[config.mk]
export PLATFORM = sky130hd
export DESIGN_NAME = grid_cursor_ctrl_flat
export DESIGN_NICKNAME = d
export VERILOG_FILES = /design/src/rtl/grid_cursor_ctrl_if.sv /design/src/rtl/grid_cursor_ctrl.sv /design/src/flat_wrapper.sv
export SDC_FILE = /design/constraint.sdc
export NUM_CORES = 1
export LEC_CHECK = 0
export CAP_MARGIN = 25
export CORE_MARGIN = 5
export CORE_UTILIZATION = 40
export CTS_CLUSTER_DIAMETER = 60
export DETAILED_ROUTE_END_ITERATION = 10
export PLACE_DENSITY = 0.64
export SETUP_SLACK_MARGIN = 0.2
export SLEW_MARGIN = 20
export SYNTH_ARGS = -nofsm -noshare
export SYNTH_HDL_FRONTEND = slang
export SYNTH_SLANG_ARGS = --single-unit
[constraint.sdc]
create_clock -name clock -period 3.2 [get_ports clock]
set_input_delay 0.48 -clock clock [delete_from_list [all_inputs] [get_ports clock]]
set_output_delay 0.48 -clock clock [all_outputs]
set_load 0.02 [all_outputs]
[src/rtl/grid_cursor_ctrl_if.sv]
// Cursor bus: key/button/enable inputs toward the controller and the cursor
// position outputs back. Widths follow the grid dimensions.
interface grid_cursor_ctrl_if #(
  parameter int COLS = 6,
  parameter int ROWS = 6
);
  localparam int RW = $clog2(ROWS);
  localparam int CW = $clog2(COLS);
  localparam int PW = $clog2(ROWS * COLS);

  logic [3:0]    keys;
  logic          A;
  logic          enable;
  logic [RW-1:0] row;
  logic [CW-1:0] col;
  logic [PW-1:0] pos;
  logic          moved;
  logic          select;

  modport master (
    output keys, A, enable,
    input  row, col, pos, moved, select
  );

  modport slave (
    input  keys, A, enable,
    output row, col, pos, moved, select
  );
endinterface

[src/rtl/grid_cursor_ctrl.sv]
// Grid cursor controller with press / hold / auto-repeat key handling and a
// select pulse. Define CURSOR_WRAP_EN to wrap at grid edges instead of clamping.
module grid_cursor_ctrl #(
  parameter int COLS         = 6,
  parameter int ROWS         = 6,
  parameter int REPEAT_DELAY = 8,
  parameter int REPEAT_RATE  = 4
) (
  input  logic               clock,
  input  logic               reset,
  grid_cursor_ctrl_if.slave  bus
);
  localparam int RW      = $clog2(ROWS);
  localparam int CW      = $clog2(COLS);
  localparam int PW      = $clog2(ROWS * COLS);
  localparam int CNT_MAX = (REPEAT_DELAY > REPEAT_RATE) ? REPEAT_DELAY : REPEAT_RATE;
  localparam int CNTW    = $clog2(CNT_MAX + 1);

  typedef enum logic [1:0] {IDLE, HOLD, REPEAT} state_t;

  state_t          state_q;
  logic [CNTW-1:0] cnt_q;
  logic [3:0]      keys_q;
  logic [3:0]      key_last_q;
  logic            A_q;
  logic            A_prev_q;
  logic [RW-1:0]   row_q, row_d;
  logic [CW-1:0]   col_q, col_d;
  logic [PW-1:0]   pos_q, pos_d;
  logic            moved_q;
  logic            select_q;

  logic key_valid;
  logic same_key;
  logic press_new;
  logic repeat_due;
  logic do_move;

  function automatic int step_dec(input int v, input int n);
`ifdef CURSOR_WRAP_EN
    return (v == 0) ? n - 1 : v - 1;
`else
    return (v == 0) ? 0 : v - 1;
`endif
  endfunction

  function automatic int step_inc(input int v, input int n);
`ifdef CURSOR_WRAP_EN
    return (v == n - 1) ? 0 : v + 1;
`else
    return (v == n - 1) ? n - 1 : v + 1;
`endif
  endfunction

  // Direction decode and move target from the registered key copy
  always_comb begin
    key_valid = (keys_q != 4'd0) && ((keys_q & (keys_q - 4'd1)) == 4'd0);
    same_key  = (keys_q == key_last_q);
    row_d     = row_q;
    col_d     = col_q;
    case (keys_q)
      4'b0001: row_d = RW'(step_dec(int'(row_q), ROWS));
      4'b0010: row_d = RW'(step_inc(int'(row_q), ROWS));
      4'b0100: col_d = CW'(step_dec(int'(col_q), COLS));
      4'b1000: col_d = CW'(step_inc(int'(col_q), COLS));
      default: ;
    endcase
    pos_d      = PW'(int'(row_d) * COLS + int'(col_d));
    press_new  = key_valid && ((state_q == IDLE) || !same_key);
    repeat_due = key_valid && same_key &&
                 (((state_q == HOLD)   && (cnt_q == CNTW'(REPEAT_DELAY - 1))) ||
                  ((state_q == REPEAT) && (cnt_q == CNTW'(REPEAT_RATE - 1))));
    do_move    = bus.enable && (press_new || repeat_due);
  end

  always_ff @(posedge clock) begin
    if (reset) begin
      state_q    <= IDLE;
      cnt_q      <= '0;
      keys_q     <= '0;
      key_last_q <= '0;
      A_q        <= 1'b0;
      A_prev_q   <= 1'b0;
      row_q      <= '0;
      col_q      <= '0;
      pos_q      <= '0;
      moved_q    <= 1'b0;
      select_q   <= 1'b0;
    end else begin
      keys_q   <= bus.keys;
      A_q      <= bus.A;
      A_prev_q <= A_q;
      moved_q  <= 1'b0;
      select_q <= 1'b0;
      if (!bus.enable) begin
        state_q <= IDLE;
        cnt_q   <= '0;
      end else begin
        select_q <= A_q & ~A_prev_q;
        case (state_q)
          IDLE: begin
            if (key_valid) begin
              state_q    <= HOLD;
              cnt_q      <= '0;
              key_last_q <= keys_q;
            end
          end
          HOLD, REPEAT: begin
            if (!key_valid) begin
              state_q <= IDLE;
              cnt_q   <= '0;
            end else if (!same_key) begin
              state_q    <= HOLD;
              cnt_q      <= '0;
              key_last_q <= keys_q;
            end else if (repeat_due) begin
              state_q <= REPEAT;
              cnt_q   <= '0;
            end else begin
              cnt_q <= cnt_q + CNTW'(1);
            end
          end
          default: begin
            state_q <= IDLE;
            cnt_q   <= '0;
          end
        endcase
        // A clamped move keeps the FSM timing but leaves position and moved alone
        if (do_move) begin
          row_q   <= row_d;
          col_q   <= col_d;
          pos_q   <= pos_d;
          moved_q <= (row_d != row_q) || (col_d != col_q);
        end
      end
    end
  end

  assign bus.row    = row_q;
  assign bus.col    = col_q;
  assign bus.pos    = pos_q;
  assign bus.moved  = moved_q;
  assign bus.select = select_q;
endmodule

[src/flat_wrapper.sv]
// flat-port wrapper written by rule: the top's interface ports become plain ports
module grid_cursor_ctrl_flat 
#(
  parameter int COLS         = 6,
  parameter int ROWS         = 6,
  parameter int REPEAT_DELAY = 8,
  parameter int REPEAT_RATE  = 4
)
  (clock, reset, bus_keys, bus_A, bus_enable, bus_row, bus_col, bus_pos, bus_moved, bus_select);
  grid_cursor_ctrl_if #(.COLS(COLS), .ROWS(ROWS)) bus_i ();
  input  logic clock;
  input  logic reset;
  input wire logic [$bits(bus_i.keys)-1:0] bus_keys;
  input wire logic [$bits(bus_i.A)-1:0] bus_A;
  input wire logic [$bits(bus_i.enable)-1:0] bus_enable;
  output wire logic [$bits(bus_i.row)-1:0] bus_row;
  output wire logic [$bits(bus_i.col)-1:0] bus_col;
  output wire logic [$bits(bus_i.pos)-1:0] bus_pos;
  output wire logic [$bits(bus_i.moved)-1:0] bus_moved;
  output wire logic [$bits(bus_i.select)-1:0] bus_select;
  assign bus_i.keys = bus_keys;
  assign bus_i.A = bus_A;
  assign bus_i.enable = bus_enable;
  assign bus_row = bus_i.row;
  assign bus_col = bus_i.col;
  assign bus_pos = bus_i.pos;
  assign bus_moved = bus_i.moved;
  assign bus_select = bus_i.select;
  grid_cursor_ctrl #(.COLS(COLS), .ROWS(ROWS), .REPEAT_DELAY(REPEAT_DELAY), .REPEAT_RATE(REPEAT_RATE)) u_core (.clock(clock), .reset(reset), .bus(bus_i));
endmodule
## After elaboration in Yosys (flattened, before gate mapping)

Cells that the tools add are included.

- RAM bits: 0
- Bits of input ports: 8
- Memories kept: 0
- Output and inout bits: 14
- Latch bits: 0
- ROM bits: 0
- Bits in registers: 30
- Logic and storage cells: 85

- Eq/ne operators: 17
- Muxes and demuxes: 20
- Magnitude comparators: 0
- $add $sub $neg: 7
- Bitwise operators: 5
- Multiply operators: 1
- Shift operators: 0
- Reduce and logical (&&, ||, !) cells: 24
- Divide/modulo/power cells: 0

Operators with widths:

| kind | number |
|---|---|
| $mux W4 | 7 |
| $pmux W4 S2 | 2 |
| $mux W3 | 4 |
| $pmux W3 S2 | 2 |
| $eq A4 B2 Y1 const B | 2 |
| $eq A4 B3 Y1 const B | 2 |
| $mux W2 | 4 |
| $logic_and A1 B1 Y1 | 7 |
| $add A3 B1 Y3 const B | 2 |
| $add A6 B4 Y6 | 1 |
| $eq A3 B3 Y1 const B | 2 |
| $logic_not A3 Y1 | 2 |
| $ne A3 B3 Y1 | 2 |
| $sub A3 B1 Y3 const B | 2 |
| $mul A3 B2 Y5 const B | 1 |
| $reduce_and A5 Y1 | 1 |
| $add A4 B1 Y4 const B | 1 |
| $and A4 B4 Y4 | 1 |
| $eq A4 B1 Y1 const B | 1 |
| $eq A4 B4 Y1 | 1 |
| $eq A4 B4 Y1 const B | 1 |
| $logic_not A4 Y1 | 1 |
| $logic_or A1 B1 Y1 | 4 |
| $ne A2 B1 Y1 const B | 2 |
| other kinds (15) | 19 |

## Depth between registers and ports, before layout

Gate-level depths: netlist of run 1.

- Word-level depth: 10
- Gate-level depth with buffers: 15
- Depth with buffers taken out: 14

## Worst setup path before layout of run 1

OpenSTA, ideal clock, no wires.

- Path kind: register to register
- From: reg u_core.row_q[0] (netlist: u_core.bus.row[0])
- To: reg u_core.pos_q[4] (netlist: u_core.bus.pos[4])
- Library setup time: 79 ps
- Cell stages (with the launch flop): 15
- Buffers on the path: 1
- Arrival time: 2,858 ps
- Slack: 263 ps
- Data required time: 3,121 ps
- Period minus slack after synthesis: 2,937 ps
- Cell sequence: dfxtp_1 -> clkbuf_1 -> or2_2 -> inv_1 -> ha_1 -> nor3b_1 -> o211ai_1 -> o21ai_0 -> a21o_1 -> ha_1 -> inv_1 -> fa_1 -> nor2_1 -> xnor3_1 -> a211oi_2

- Word-level cells in the longest chain between the ends: 5
- Elaborated cells on any way between the ends: 9
- Those cells by class: add/sub (3); mul (1); eq/ne (1); mux (3); reduce/logical (1)

Ends and longest elaborated chain:

| element | line | text |
|---|---|---|
| from (decl) | grid_cursor_ctrl.sv:27 | `logic [RW-1:0] row_q, row_d;` |
| from (signal assigned) | grid_cursor_ctrl.sv:130 | `row_q <= row_d;` |
| $add A3 B1 Y3 (tied with other cells) | grid_cursor_ctrl.sv:51 | `return (v == n - 1) ? n - 1 : v + 1;` |
| $mux W3, on equally long branches | grid_cursor_ctrl.sv:51, grid_cursor_ctrl.sv:43 |  |
| $pmux W3 S2 * | grid_cursor_ctrl.sv:61 | `case (keys_q)` |
| via u_core.row_d[0] | grid_cursor_ctrl.sv:27 |  |
| $mul A3 B2 Y5 * | grid_cursor_ctrl.sv:68 | `pos_d = PW'(int'(row_d) * COLS + int'(col_d));` |
| $add A6 B4 Y6 * | grid_cursor_ctrl.sv:68 |  |
| to (signal assigned) | grid_cursor_ctrl.sv:132 | `pos_q <= pos_d;` |
| to (decl) | grid_cursor_ctrl.sv:29 | `logic [PW-1:0] pos_q, pos_d;` |

The timed path passes the listed nets; every way through them passes the cells marked *.
A chain may end at the register's enable or synchronous reset.

## Final worst setup path of run 1

- From: reg u_core.row_q[1] (netlist: u_core.bus.row[1])
- To: reg u_core.pos_q[4] (netlist: u_core.bus.pos[4])

- Word-level cells in the longest chain between the ends: 5
- Elaborated cells on any way between the ends: 9
- Those cells by class: add/sub (3); mul (1); eq/ne (1); mux (3); reduce/logical (1)

Ends and longest elaborated chain:

| element | line |
|---|---|
| $eq A3 B3 Y1 or $logic_not A3 Y1 (tied branches) | grid_cursor_ctrl.sv:51, grid_cursor_ctrl.sv:43 |
| $mux W3, on equally long branches | grid_cursor_ctrl.sv:51, grid_cursor_ctrl.sv:43 |
| $pmux W3 S2 * | grid_cursor_ctrl.sv:61 |
| via u_core.row_d[0] | grid_cursor_ctrl.sv:27 |
| $mul A3 B2 Y5 * | grid_cursor_ctrl.sv:68 |
| $add A6 B4 Y6 * | grid_cursor_ctrl.sv:68 |

Marks and branches as above.

==> Implementation_results.wiki, run 1 <==
{| class="wikitable"
! Metric !! Value
|-
| RePlAce Congestion || just over 0.8
|-
| Post-Route Setup TNS || 0 ns
|-
| Launching element type of the critical path || flop
|-
| Critical path's slowest cell || fa_1
|-
| Overall Global Routing Usage || 0.148
|-
| Prevailing post-synth register cell || dfxtp_1
|-
| Capture endpoint of the worst hold path || u_core.bus.pos[1]$_SDFFE_PP0P_
|-
| Vias/cell || between 5 and 6
|-
| Overall power after layout || ~0.87 mW
|-
| Post-Route WL || ~4500 um
|-
| Worst slew slack as a fraction of its limit || 0.535
|-
| Iter 0 DRT Violations || 80
|-
| Antenna violations before repair || 0
|-
| Critical Path Fanout Max || 8
|-
| Highest ir drop seen on vdd || between 0.0002 and 0.00025 V
|-
| Number of filler instances in the final layout || a little over 500
|-
| Number of CTS-inserted buffers || 5
|-
| Result of the run || finished, final reports clean
|-
| Number of buffers and inverters on the critical path || 2
|-
| Post-synthesis instance area || a little over 2000 um2
|-
| R2R cell count || 13
|-
| Clock insertion delay at the later pin of the skew report || between 0.2 and 0.3 ns
|-
| Die Footprint || approximately 6700 um2
|-
| Share of the yosys chip area belonging to registers || 0.282
|-
| Antenna diode count || 0
|-
| Most used cells in the layout excluding fill and tap cells || 25 x dfxtp_1, 21 x clkdlybuf4s50_1, 18 x nand2_1
|-
| Number of instances in the synthesized netlist || about 240
|-
| Die W || a little over 80 um
|-
| Post-route clock skew || approximately 0.0066 ns
|-
| Hold Crit Depth || 2
|-
| Count of flip-flops with a built-in enable after synthesis || 0
|-
| #FFs+latches synth || 29
|-
| Place WS || 0.281 ns
|-
| Post-DP HPWL || 3320 um
|-
| Final clock period utilization by the worst path || 0.881
|-
| CP max stage delay || 0.47 ns
|-
| Setup slack of the worst register-to-register path || around 0.38 ns
|-
| Total of warnings raised by yosys || 0
|-
| Total number of H-tree levels || 2
|-
| Pwr dens || 362 nW/um2
|-
| RSZ-0062 raised after global routing || true
|-
| Average wire length per cell after detail routing || approximately 14 um
|-
| Launch point of the worst reg-to-reg path || u_core.bus.row[1]$_SDFFE_PP0P_
|-
| Count of final hold-check violations || 0
|-
| Max Freq || between 300 and 400 MHz
|-
| Worst Setup Path Type || reg2reg
|-
| Floorplan Core Area || a little over 5000 um2
|-
| Hold WC Path Type || reg2reg
|-
| Proportion of layout cells with a drive suffix above 1 || 0.136
|-
| Clock tree from TritonCTS || built
|-
| Iteration count of the initial detailed-routing pass || 4
|-
| Hold-fix buffers, CTS || 0
|-
| Ports placed on the boundary || 22
|-
| Pin slew with the least headroom to its limit || a little under 0.7 ns
|-
| CP required || ~3.4 ns
|-
| Endpoint type of the worst setup path || flop
|-
| List of cells traversed by the critical path || or2_2 > inv_1 > ha_1 > nor3b_1 > o211ai_1 > o21ai_1 > a21o_1 > ha_1 > inv_1 > fa_1 > nor2_1 > xnor3_1 > a211oi_2
|-
| Ys async rst share || 0
|-
| Setup WS post-layout || roughly 0.38 ns
|-
| Share of the core filled with cells || 0.477
|-
| Arrival time of the worst setup path || a little over 3 ns
|-
| Final Max Tran Viols || 0
|-
| DRC Markers || 0
|-
| Final global-route overflow total || 0
|-
| Maximum number of pins on one net before global-route repair || 18
|-
| Clock transition at the register clock pins on the worst setup and hold paths after CTS || about 0.07 ns
|-
| Number of max-capacitance violations reported || 0
|-
| Area delta synth->final || 17.0%
|-
| CTS resizes || 0
|-
| Num rows || 26
|-
| Clock root buffer master || clkbuf_8
|-
| Setup-failing EPs final || 0
|-
| Die Ht || between 80 and 90 um
|-
| Worst hold path startpoint || u_core.bus.pos[1]$_SDFFE_PP0P_
|-
| Number of global-route vias before repair || between 1.5k and 2k
|-
| Final min period || around 2.8 ns
|-
| Final nets || about 280
|-
| Buffer count from post-CTS setup fixing || 0
|-
| Most common library cell in the layout ignoring fill and taps || dfxtp_1
|-
| Sink count of the clock tree || 29
|-
| Count of distinct cell types in the synthesized netlist || 61
|-
| Number of buffers on the longest clock path || 2
|-
| Initial core utilization || 0.408
|-
| Number of nets in the synthesized netlist || ~260
|-
| Family of cells with the greatest summed delay on the critical path || adder cells
|-
| Count of nets left with antenna violations after detail routing || 0
|-
| Leakage power total || 0.930 nW
|-
| Routed vias || around 1.7k
|-
| Mean instance size in the synthesized netlist || approximately 8.6 um2
|-
| Worst R2R End || u_core.bus.pos[4]$_SDFFE_PP0P_
|-
| Global-route wire length before repair || roughly 7500 um
|-
| Count of buffers inserted at the top-level ports || 21
|}
tightest hold or removal path: stages, from the launching register on:
cell and delay (ns):
dfxtp_1 0.31, nand2_1 0.05, a21oi_1 0.05
cell families (layout without fill, tap and decap cells):
kind of cell    Yosys count  after routing  synth area share
compound gates           55             55             0.204
xor+xnor                 10             10            0.0492
fa+ha+maj                16             16             0.105
buf+inv                  32             51            0.0760
flops                    29             29             0.282
mux                      10             10            0.0486
simple gates             87             87             0.236
layout make-up:
class | instances | area, um2 | share of cell area
clock inverters | 3 | 17.5 | 0.00728
repair buffers | 30 | 278 | 0.115
clock buffers | 5 | 68.8 | 0.0286
multi-input cells | 178 | 1320 | 0.549
well taps | 70 | 87.6 | 0.0364
flip-flops and latches | 29 | 586 | 0.243
inverters | 13 | 48.8 | 0.0203
power by group:
group | total, mW | internal, mW | switching, mW
registers | 0.392 | 0.374 | 0.0176
logic | 0.177 | 0.0820 | 0.0955
clock network | 0.303 | 0.150 | 0.153
state kept, by name, indices dropped and copies added (netlist names):
name               flops
u_core.bus.col         2
u_core.bus.row         3
u_core.cnt_q           4
u_core.bus.pos         6
u_core.bus.moved       1
u_core.A_prev_q        1
u_core.A_q             1
u_core.key_last_q      4
u_core.bus.select      1
u_core.keys_q          4
u_core.state_q         2
stage by stage:
step	area [um2]	hold slack (ns)	std cells
2_1_floorplan	2060	0.441	239
3_3_place_gp	2320	0.448	320
3_5_place_dp	2320	0.452	320
4_1_cts	2400	0.463	328
5_1_grt	2410	0.494	328
6_report	2410	0.458	328
worst max-delay path by stage:
stage          slack, ns  cells after the start                        endpoint                            from
5_1_grt             0.20                     13  u_core.bus.pos[5]$_SDFFE_PP0P_  u_core.bus.row[1]$_SDFFE_PP0P_
4_1_cts             0.28                     13  u_core.bus.pos[4]$_SDFFE_PP0P_  u_core.bus.row[1]$_SDFFE_PP0P_
6_report            0.38                     13  u_core.bus.pos[4]$_SDFFE_PP0P_  u_core.bus.row[1]$_SDFFE_PP0P_
3_3_place_gp        0.36                     13  u_core.bus.pos[4]$_SDFFE_PP0P_  u_core.bus.row[1]$_SDFFE_PP0P_
3_5_place_dp        0.28                     13  u_core.bus.pos[4]$_SDFFE_PP0P_  u_core.bus.row[1]$_SDFFE_PP0P_
2_1_floorplan       0.26                     14  u_core.bus.pos[4]$_SDFFE_PP0P_  u_core.bus.row[0]$_SDFFE_PP0P_
synth_stat cells, types with 3 or more instances:
master,instances,area (um2)
ha_1,14,175
mux2i_1,10,100
o22ai_1,3,18.8
clkbuf_1,9,33.8
buf_2,4,20.0
o21ai_0,7,35.0
nand2_1,18,67.6
or2_2,3,18.8
inv_1,13,48.8
nand3b_1,3,22.5
nor2_1,17,63.8
nor3_1,3,15.0
nor3b_1,5,37.5
nand3_1,4,20.0
nand2b_1,6,37.5
a21oi_1,14,70.1
dfxtp_1,29,581
buf_6,3,33.8
nor2b_1,14,87.6
xnor2_1,7,61.3
per-layer routing:
| layer | GRT usage | wire length (um) |
|---|---|---|
| met1 | 0.181 | 2140 |
| met2 | 0.238 | 2110 |
| met3 | 0.0362 | 168 |
| met4 | 0.0764 | 129 |
| met5 | 0 | 0 |
No activity file was read; power rests on OpenSTA's default activity.
==> run 2, diff against run 1 <==
--- a/config.mk
+++ b/config.mk
@@ -9,10 +9,11 @@
 export CORE_MARGIN = 5
 export CORE_UTILIZATION = 40
 export CTS_CLUSTER_DIAMETER = 60
+export CTS_CLUSTER_SIZE = 28
 export DETAILED_ROUTE_END_ITERATION = 10
 export PLACE_DENSITY = 0.64
+export RECOVER_POWER = 100
 export SETUP_SLACK_MARGIN = 0.2
-export SLEW_MARGIN = 20
 export SYNTH_ARGS = -nofsm -noshare
 export SYNTH_HDL_FRONTEND = slang
 export SYNTH_SLANG_ARGS = --single-unit
==> run 2 against run 1 <==
Against the previous run: global-route usage unchanged; sequential cell count unchanged; via count up 0.47%; first-iteration DRC count increased by 7.5%; design area decreased by 1.5%; die area is the same; sequential power about the same; cell count is the same; clock power barely moved; utilization decreased by 0.72 points; power down 1.5%.
==> Implementation_results.wiki, run 2 (synthesis results as in run 1) <==
{| class="wikitable"
! Metric !! Value
|-
| Placed cell count || 320
|-
| Place WS || 0.281 ns
|-
| Setup-failing EPs final || 0
|-
| Setup WS post-layout || around 0.33 ns
|-
| Post-Route WL || ~4500 um
|-
| DRC Markers || 0
|-
| Number of buffers on the longest clock path || 2
|-
| Floorplan Core Area || roughly 5000 um2
|-
| Finished layout cell area || roughly 2400 um2
|-
| Instance area after placement || between 2000 and 2500 um2
|-
| Worst Setup Path Type || reg2reg
|-
| Die W || 81.7 um
|-
| Final clock period utilization by the worst path || 0.895
|-
| Leakage power total || 0.955 nW
|-
| Hold WC Path Type || reg2reg
|-
| Highest ir drop seen on vdd || about 0.00024 V
|-
| Endpoint type of the worst setup path || flop
|-
| Post-Layout Cell Count || roughly 330
|-
| Die Footprint || around 6700 um2
|-
| Iter 0 DRT Violations || between 80 and 90
|-
| Switching part of the total power || 0.304
|-
| Number of CTS-inserted buffers || 5
|-
| Clock tree from TritonCTS || built
|-
| Post-route clock skew || approximately 0.0072 ns
|-
| RSZ-0062 raised after global routing || true
|-
| Arrival time of the worst setup path || between 3 and 4 ns
|-
| Routed vias || 1,726
|-
| Share of the core filled with cells || 0.470
|-
| Total number of H-tree levels || 2
|-
| Die Ht || around 80 um
|-
| Final nets || 281
|-
| Overall Global Routing Usage || 0.148
|-
| Worst Hold Slack || 0.455 ns
|-
| Sequential share of power || 0.455
|-
| Net switching power || about 0.26 mW
|-
| Overall power after layout || approximately 0.86 mW
|-
| Result of the run || finished, final reports clean
|-
| RePlAce Congestion || around 0.81
|-
| Launching element type of the critical path || flop
|-
| Cell internal power dissipation || between 0.5 and 0.6 mW
|-
| Clock root buffer master || clkbuf_8
|-
| Pwr dens || 362 nW/um2
|-
| Initial core utilization || 0.408
|-
| Flip-flop count of the largest register after layout || 6
|-
| Clock network power share || 0.351
|-
| Most used cells in the layout excluding fill and tap cells || 25 x dfxtp_1, 18 x nand2_1, 17 x nor2_1
|-
| Critical Path Start || u_core.bus.row[1]$_SDFFE_PP0P_
|-
| Pin slew with the least headroom to its limit || approximately 0.67 ns
|-
| Area delta synth->final || 15.2%
|-
| Ports placed on the boundary || 22
|-
| Hold Crit Depth || 2
|-
| Sink count of the clock tree || 29
|-
| Power share of the combinational group || 0.193
|-
| Count of buffers inserted at the top-level ports || 21
|-
| Num rows || 26
|-
| Final Max Tran Viols || 0
|-
| Maximum number of pins on one net before global-route repair || 18
|-
| Critical Path Fanout Max || 8
|-
| Most common library cell in the layout ignoring fill and taps || dfxtp_1
|-
| Number of max-capacitance violations reported || 0
|-
| Post-Route Setup TNS || 0 ns
|-
| Vias/cell || around 5.3
|-
| Worst R2R End || u_core.bus.pos[5]$_SDFFE_PP0P_
|-
| Buffer count from post-CTS setup fixing || 0
|-
| CP endpoint || u_core.bus.pos[5]$_SDFFE_PP0P_
|-
| Final min period || about 2.9 ns
|-
| Average wire length per cell after detail routing || ~14 um
|-
| Count of final hold-check violations || 0
|-
| Number of global-route vias before repair || approximately 1.6k
|-
| Antenna diode count || 0
|-
| Setup slack of the worst register-to-register path || 0.33 ns
|-
| Launch point of the worst reg-to-reg path || u_core.bus.row[1]$_SDFFE_PP0P_
|-
| Proportion of layout cells with a drive suffix above 1 || 0.112
|-
| Global-route wire length before repair || 7550 um
|-
| Final global-route overflow total || 0
|-
| Iteration count of the initial detailed-routing pass || 4
|-
| Worst slew slack as a fraction of its limit || 0.549
|-
| Clock insertion delay at the later pin of the skew report || around 0.28 ns
|-
| Antenna violations before repair || 0
|-
| CP required || 3.36 ns
|-
| Max Freq || 349 MHz
|-
| Clock transition at the register clock pins on the worst setup and hold paths after CTS || around 0.070 ns
|-
| Count of nets left with antenna violations after detail routing || 0
|-
| R2R cell count || 14
|-
| Post-DP HPWL || 3320 um
|}
==> run 2: worst max-delay path, cell delays in order, from the launching register on <==
cell	delay [ns]
dfxtp_2	0.36
or2_2	0.29
inv_1	0.06
ha_1	0.13
nor3b_1	0.04
o211ai_1	0.18
o21ai_0	0.16
a21o_1	0.20
ha_1	0.22
inv_1	0.08
fa_1	0.47
nor2b_1	0.22
nor3_1	0.08
mux2i_1	0.15
o311ai_1	0.10
==> run 2: worst min path at each step <==
stage | end | from
2_1_floorplan | u_core.A_prev_q$_SDFF_PP0_ | u_core.A_q$_SDFF_PP0_
3_3_place_gp | u_core.bus.pos[1]$_SDFFE_PP0P_ | u_core.bus.pos[1]$_SDFFE_PP0P_
3_5_place_dp | u_core.bus.pos[1]$_SDFFE_PP0P_ | u_core.bus.pos[1]$_SDFFE_PP0P_
4_1_cts | u_core.bus.pos[1]$_SDFFE_PP0P_ | u_core.bus.pos[1]$_SDFFE_PP0P_
5_1_grt | u_core.bus.pos[1]$_SDFFE_PP0P_ | u_core.bus.pos[1]$_SDFFE_PP0P_
6_report | u_core.bus.pos[1]$_SDFFE_PP0P_ | u_core.bus.pos[1]$_SDFFE_PP0P_
==> run 2: what timing repair did <==
action / in CTS / in global routing
hold buffers: 0 / 0
gates resized for setup: 0 / 5
setup endpoints to repair: 0 / 2
==> run 2: routing by layer <==
| metal | global-route usage | up-vias | routed length, um |
|---|---|---|---|
| met4 | 0.0764 | 0 | 123 |
| met1 | 0.181 | 806 | 2140 |
| met3 | 0.0362 | 10 | 168 |
| met2 | 0.238 | 32 | 2110 |
| li1 | - | 878 | - |
| met5 | 0 | - | 0 |
==> run 2: area by class of cell <==
cell class	count	area (um2)
clock buffer	5	68.8
clock inverter	3	17.5
sequential	29	586
timing repair buffer	30	270
multi-input combinational	178	1290
tap	70	87.6
inverter	13	48.8
fill	514	2670
==> run 2: power groups by stage <==
stage                     registers [mW]  logic [mW]  clock network (mW)
after floorplan                    0.394       0.138                   0
after global placement             0.399       0.176                   0
after detailed placement           0.399       0.177                   0
after CTS                          0.391       0.179               0.311
after global routing               0.394       0.185               0.331
final                              0.391       0.166               0.302
==> run 3, diff against run 2 <==
--- a/config.mk
+++ b/config.mk
@@ -5,13 +5,13 @@
 export SDC_FILE = /design/constraint.sdc
 export NUM_CORES = 1
 export LEC_CHECK = 0
-export CAP_MARGIN = 25
+export CORE_ASPECT_RATIO = 0.6
 export CORE_MARGIN = 5
 export CORE_UTILIZATION = 40
 export CTS_CLUSTER_DIAMETER = 60
 export CTS_CLUSTER_SIZE = 28
 export DETAILED_ROUTE_END_ITERATION = 10
-export PLACE_DENSITY = 0.64
+export PLACE_DENSITY = 0.57
 export RECOVER_POWER = 100
 export SETUP_SLACK_MARGIN = 0.2
 export SYNTH_ARGS = -nofsm -noshare
==> run 3 against run 2 <==
Against the previous run: wire length is 4.3% higher; worst setup slack improved by 0.058 ns; first-iteration DRC count is 36% higher; register-to-register slack gained 0.06 ns; critical path depth shrank 1; utilization is 1.5 points higher; sequential cell count unchanged.
==> Implementation_results.wiki, run 3 (synthesis results as in run 1) <==
{| class="wikitable"
! Metric !! Value
|-
| Routed vias || between 1.5k and 2k
|-
| Final global-route overflow total || 0
|-
| Most common library cell in the layout ignoring fill and taps || dfxtp_1
|-
| Launching element type of the critical path || flop
|-
| Number of max-capacitance violations reported || 0
|-
| Footprint of the multi-input gates || 1310 um2
|-
| Critical path's most frequent cell || ha_1
|-
| Clock insertion delay at the later pin of the skew report || 0.28 ns
|-
| Average wire length per cell after detail routing || ~15 um
|-
| Count of final hold-check violations || 0
|-
| Vias/cell || about 5.2
|-
| Iter 0 DRT Violations || ~120
|-
| Iteration count of the initial detailed-routing pass || 4
|-
| Clock transition at the register clock pins on the worst setup and hold paths after CTS || ~0.070 ns
|-
| CTS resizes || 0
|-
| Number of buffers and inverters on the critical path || 1
|-
| Post-DP HPWL || between 3000 and 4000 um
|-
| List of cells traversed by the critical path || or2_2 > inv_1 > ha_1 > nor3b_1 > o211ai_1 > o21ai_0 > a21o_1 > ha_1 > fa_1 > nor2b_1 > nor3_1 > mux2i_1 > o311ai_1
|-
| Final min period || between 2 and 3 ns
|-
| Hold-fix buffers, CTS || 0
|-
| Die W || a little over 100 um
|-
| Family of cells with the greatest summed delay on the critical path || adder cells
|-
| Total number of H-tree levels || 2
|-
| Critical path's slowest cell || fa_1
|-
| Number of buffers on the longest clock path || 2
|-
| Final Max Tran Viols || 0
|-
| Setup WS post-layout || roughly 0.4 ns
|-
| Antenna diode count || 0
|-
| Die Ht || about 66 um
|-
| Leakage power total || approximately 1 nW
|-
| Number of global-route vias before repair || approximately 1.6k
|-
| DRC Markers || 0
|-
| Count of nets left with antenna violations after detail routing || 0
|-
| Highest ir drop seen on vdd || between 0.0002 and 0.0003 V
|-
| Area delta synth->final || 18.5%
|-
| Overall Global Routing Usage || 0.151
|-
| Critical Path Fanout Max || 2
|-
| Die Footprint || slightly below 7000 um2
|-
| Pwr dens || about 420 nW/um2
|-
| Ports placed on the boundary || 22
|-
| Pin slew with the least headroom to its limit || about 0.66 ns
|-
| Maximum number of pins on one net before global-route repair || 18
|-
| Sink count of the clock tree || 29
|-
| RePlAce Congestion || roughly 0.89
|-
| Post-Route Setup TNS || 0 ns
|-
| Arrival time of the worst setup path || ~3.0 ns
|-
| Floorplan Core Area || slightly above 5000 um2
|-
| Post-Route WL || 4730 um
|-
| Number of filler instances in the final layout || just under 500
|-
| Final nets || between 200 and 300
|-
| Clock tree from TritonCTS || built
|-
| Place WS || roughly 0.34 ns
|-
| Count of buffers inserted at the top-level ports || 21
|-
| Clock root buffer master || clkbuf_8
|-
| Max Freq || about 360 MHz
|-
| RSZ-0062 raised after global routing || false
|-
| Setup-failing EPs final || 0
|-
| Area taken by flip-flops and latches || a little under 600 um2
|-
| Final clock period utilization by the worst path || 0.877
|-
| Hold WC Path Type || reg2reg
|-
| Flip-flop count of the largest register after layout || 6
|-
| Post-route clock skew || roughly 0.0035 ns
|-
| Most used cells in the layout excluding fill and tap cells || 27 x dfxtp_1, 18 x nand2_1, 17 x nor2_1
|-
| CP max stage delay || roughly 0.44 ns
|-
| Endpoint type of the worst setup path || flop
|-
| Antenna violations before repair || 0
|-
| Buffer count from post-CTS setup fixing || 0
|-
| Worst Setup Path Type || reg2reg
|-
| Initial core utilization || 0.409
|-
| Result of the run || finished, final reports clean
|-
| Worst slew slack as a fraction of its limit || 0.561
|-
| Number of CTS-inserted buffers || 5
|-
| CP required || approximately 3.4 ns
|-
| Num rows || 20
|-
| Proportion of layout cells with a drive suffix above 1 || 0.127
|-
| Global-route wire length before repair || roughly 7900 um
|}
[run 3: worst reg2reg max path: stages, from the launching register on]
cell,delay [ns]
dfxtp_1,0.31
or2_2,0.30
inv_1,0.06
ha_1,0.13
nor3b_1,0.04
o211ai_1,0.20
o21ai_0,0.16
a21o_1,0.20
ha_1,0.33
fa_1,0.45
nor2b_1,0.16
nor3_1,0.17
mux2i_1,0.10
o311ai_1,0.11
[run 3: per-layer routing]
metal,track usage,wire length (um),vias up
met2,0.189,1760,42
li1,-,-,880
met4,0.0344,17,0
met1,0.243,2700,783
met3,0.0424,246,2
met5,0,0,-
[run 3: through the flow]
step	util	power, mW	cells	area, um2	hold slack [ns]
2_1_floorplan	-	0.532	239	2060	0.441
3_3_place_gp	0.462	0.580	318	2330	0.447
3_5_place_dp	0.462	0.578	318	2330	0.446
4_1_cts	0.489	1.04	326	2460	0.456
5_1_grt	0.485	1.07	326	2440	0.469
6_report	0.485	1.02	326	2440	0.452
[run 3: final timing paths]
path,start,to,slack (ns),depth (start not counted)
setup / recovery,u_core.bus.row[0]$_SDFFE_PP0P_,u_core.bus.pos[5]$_SDFFE_PP0P_,0.39,13
hold / removal,u_core.bus.pos[1]$_SDFFE_PP0P_,u_core.bus.pos[1]$_SDFFE_PP0P_,0.45,2
setup reg to reg,u_core.bus.row[0]$_SDFFE_PP0P_,u_core.bus.pos[5]$_SDFFE_PP0P_,0.39,13
hold reg to reg,u_core.bus.pos[1]$_SDFFE_PP0P_,u_core.bus.pos[1]$_SDFFE_PP0P_,0.45,2
[run 3: area by class of cell]
class                           instances  share of cell area
Sequential cell                        29               0.239
Multi-Input combinational cell        178               0.537
Tap cell                               66              0.0338
Timing Repair Buffer                   32               0.115
Clock buffer                            5              0.0282
Inverter                               13              0.0200
Clock inverter                          3              0.0267
[run 3: power by group]
group	internal [mW]	leakage, nW	switching, mW	total [mW]
sequential	0.374	0.237	0.0145	0.388
combinational	0.0762	0.689	0.0976	0.174
clock	0.309	0.0681	0.151	0.461
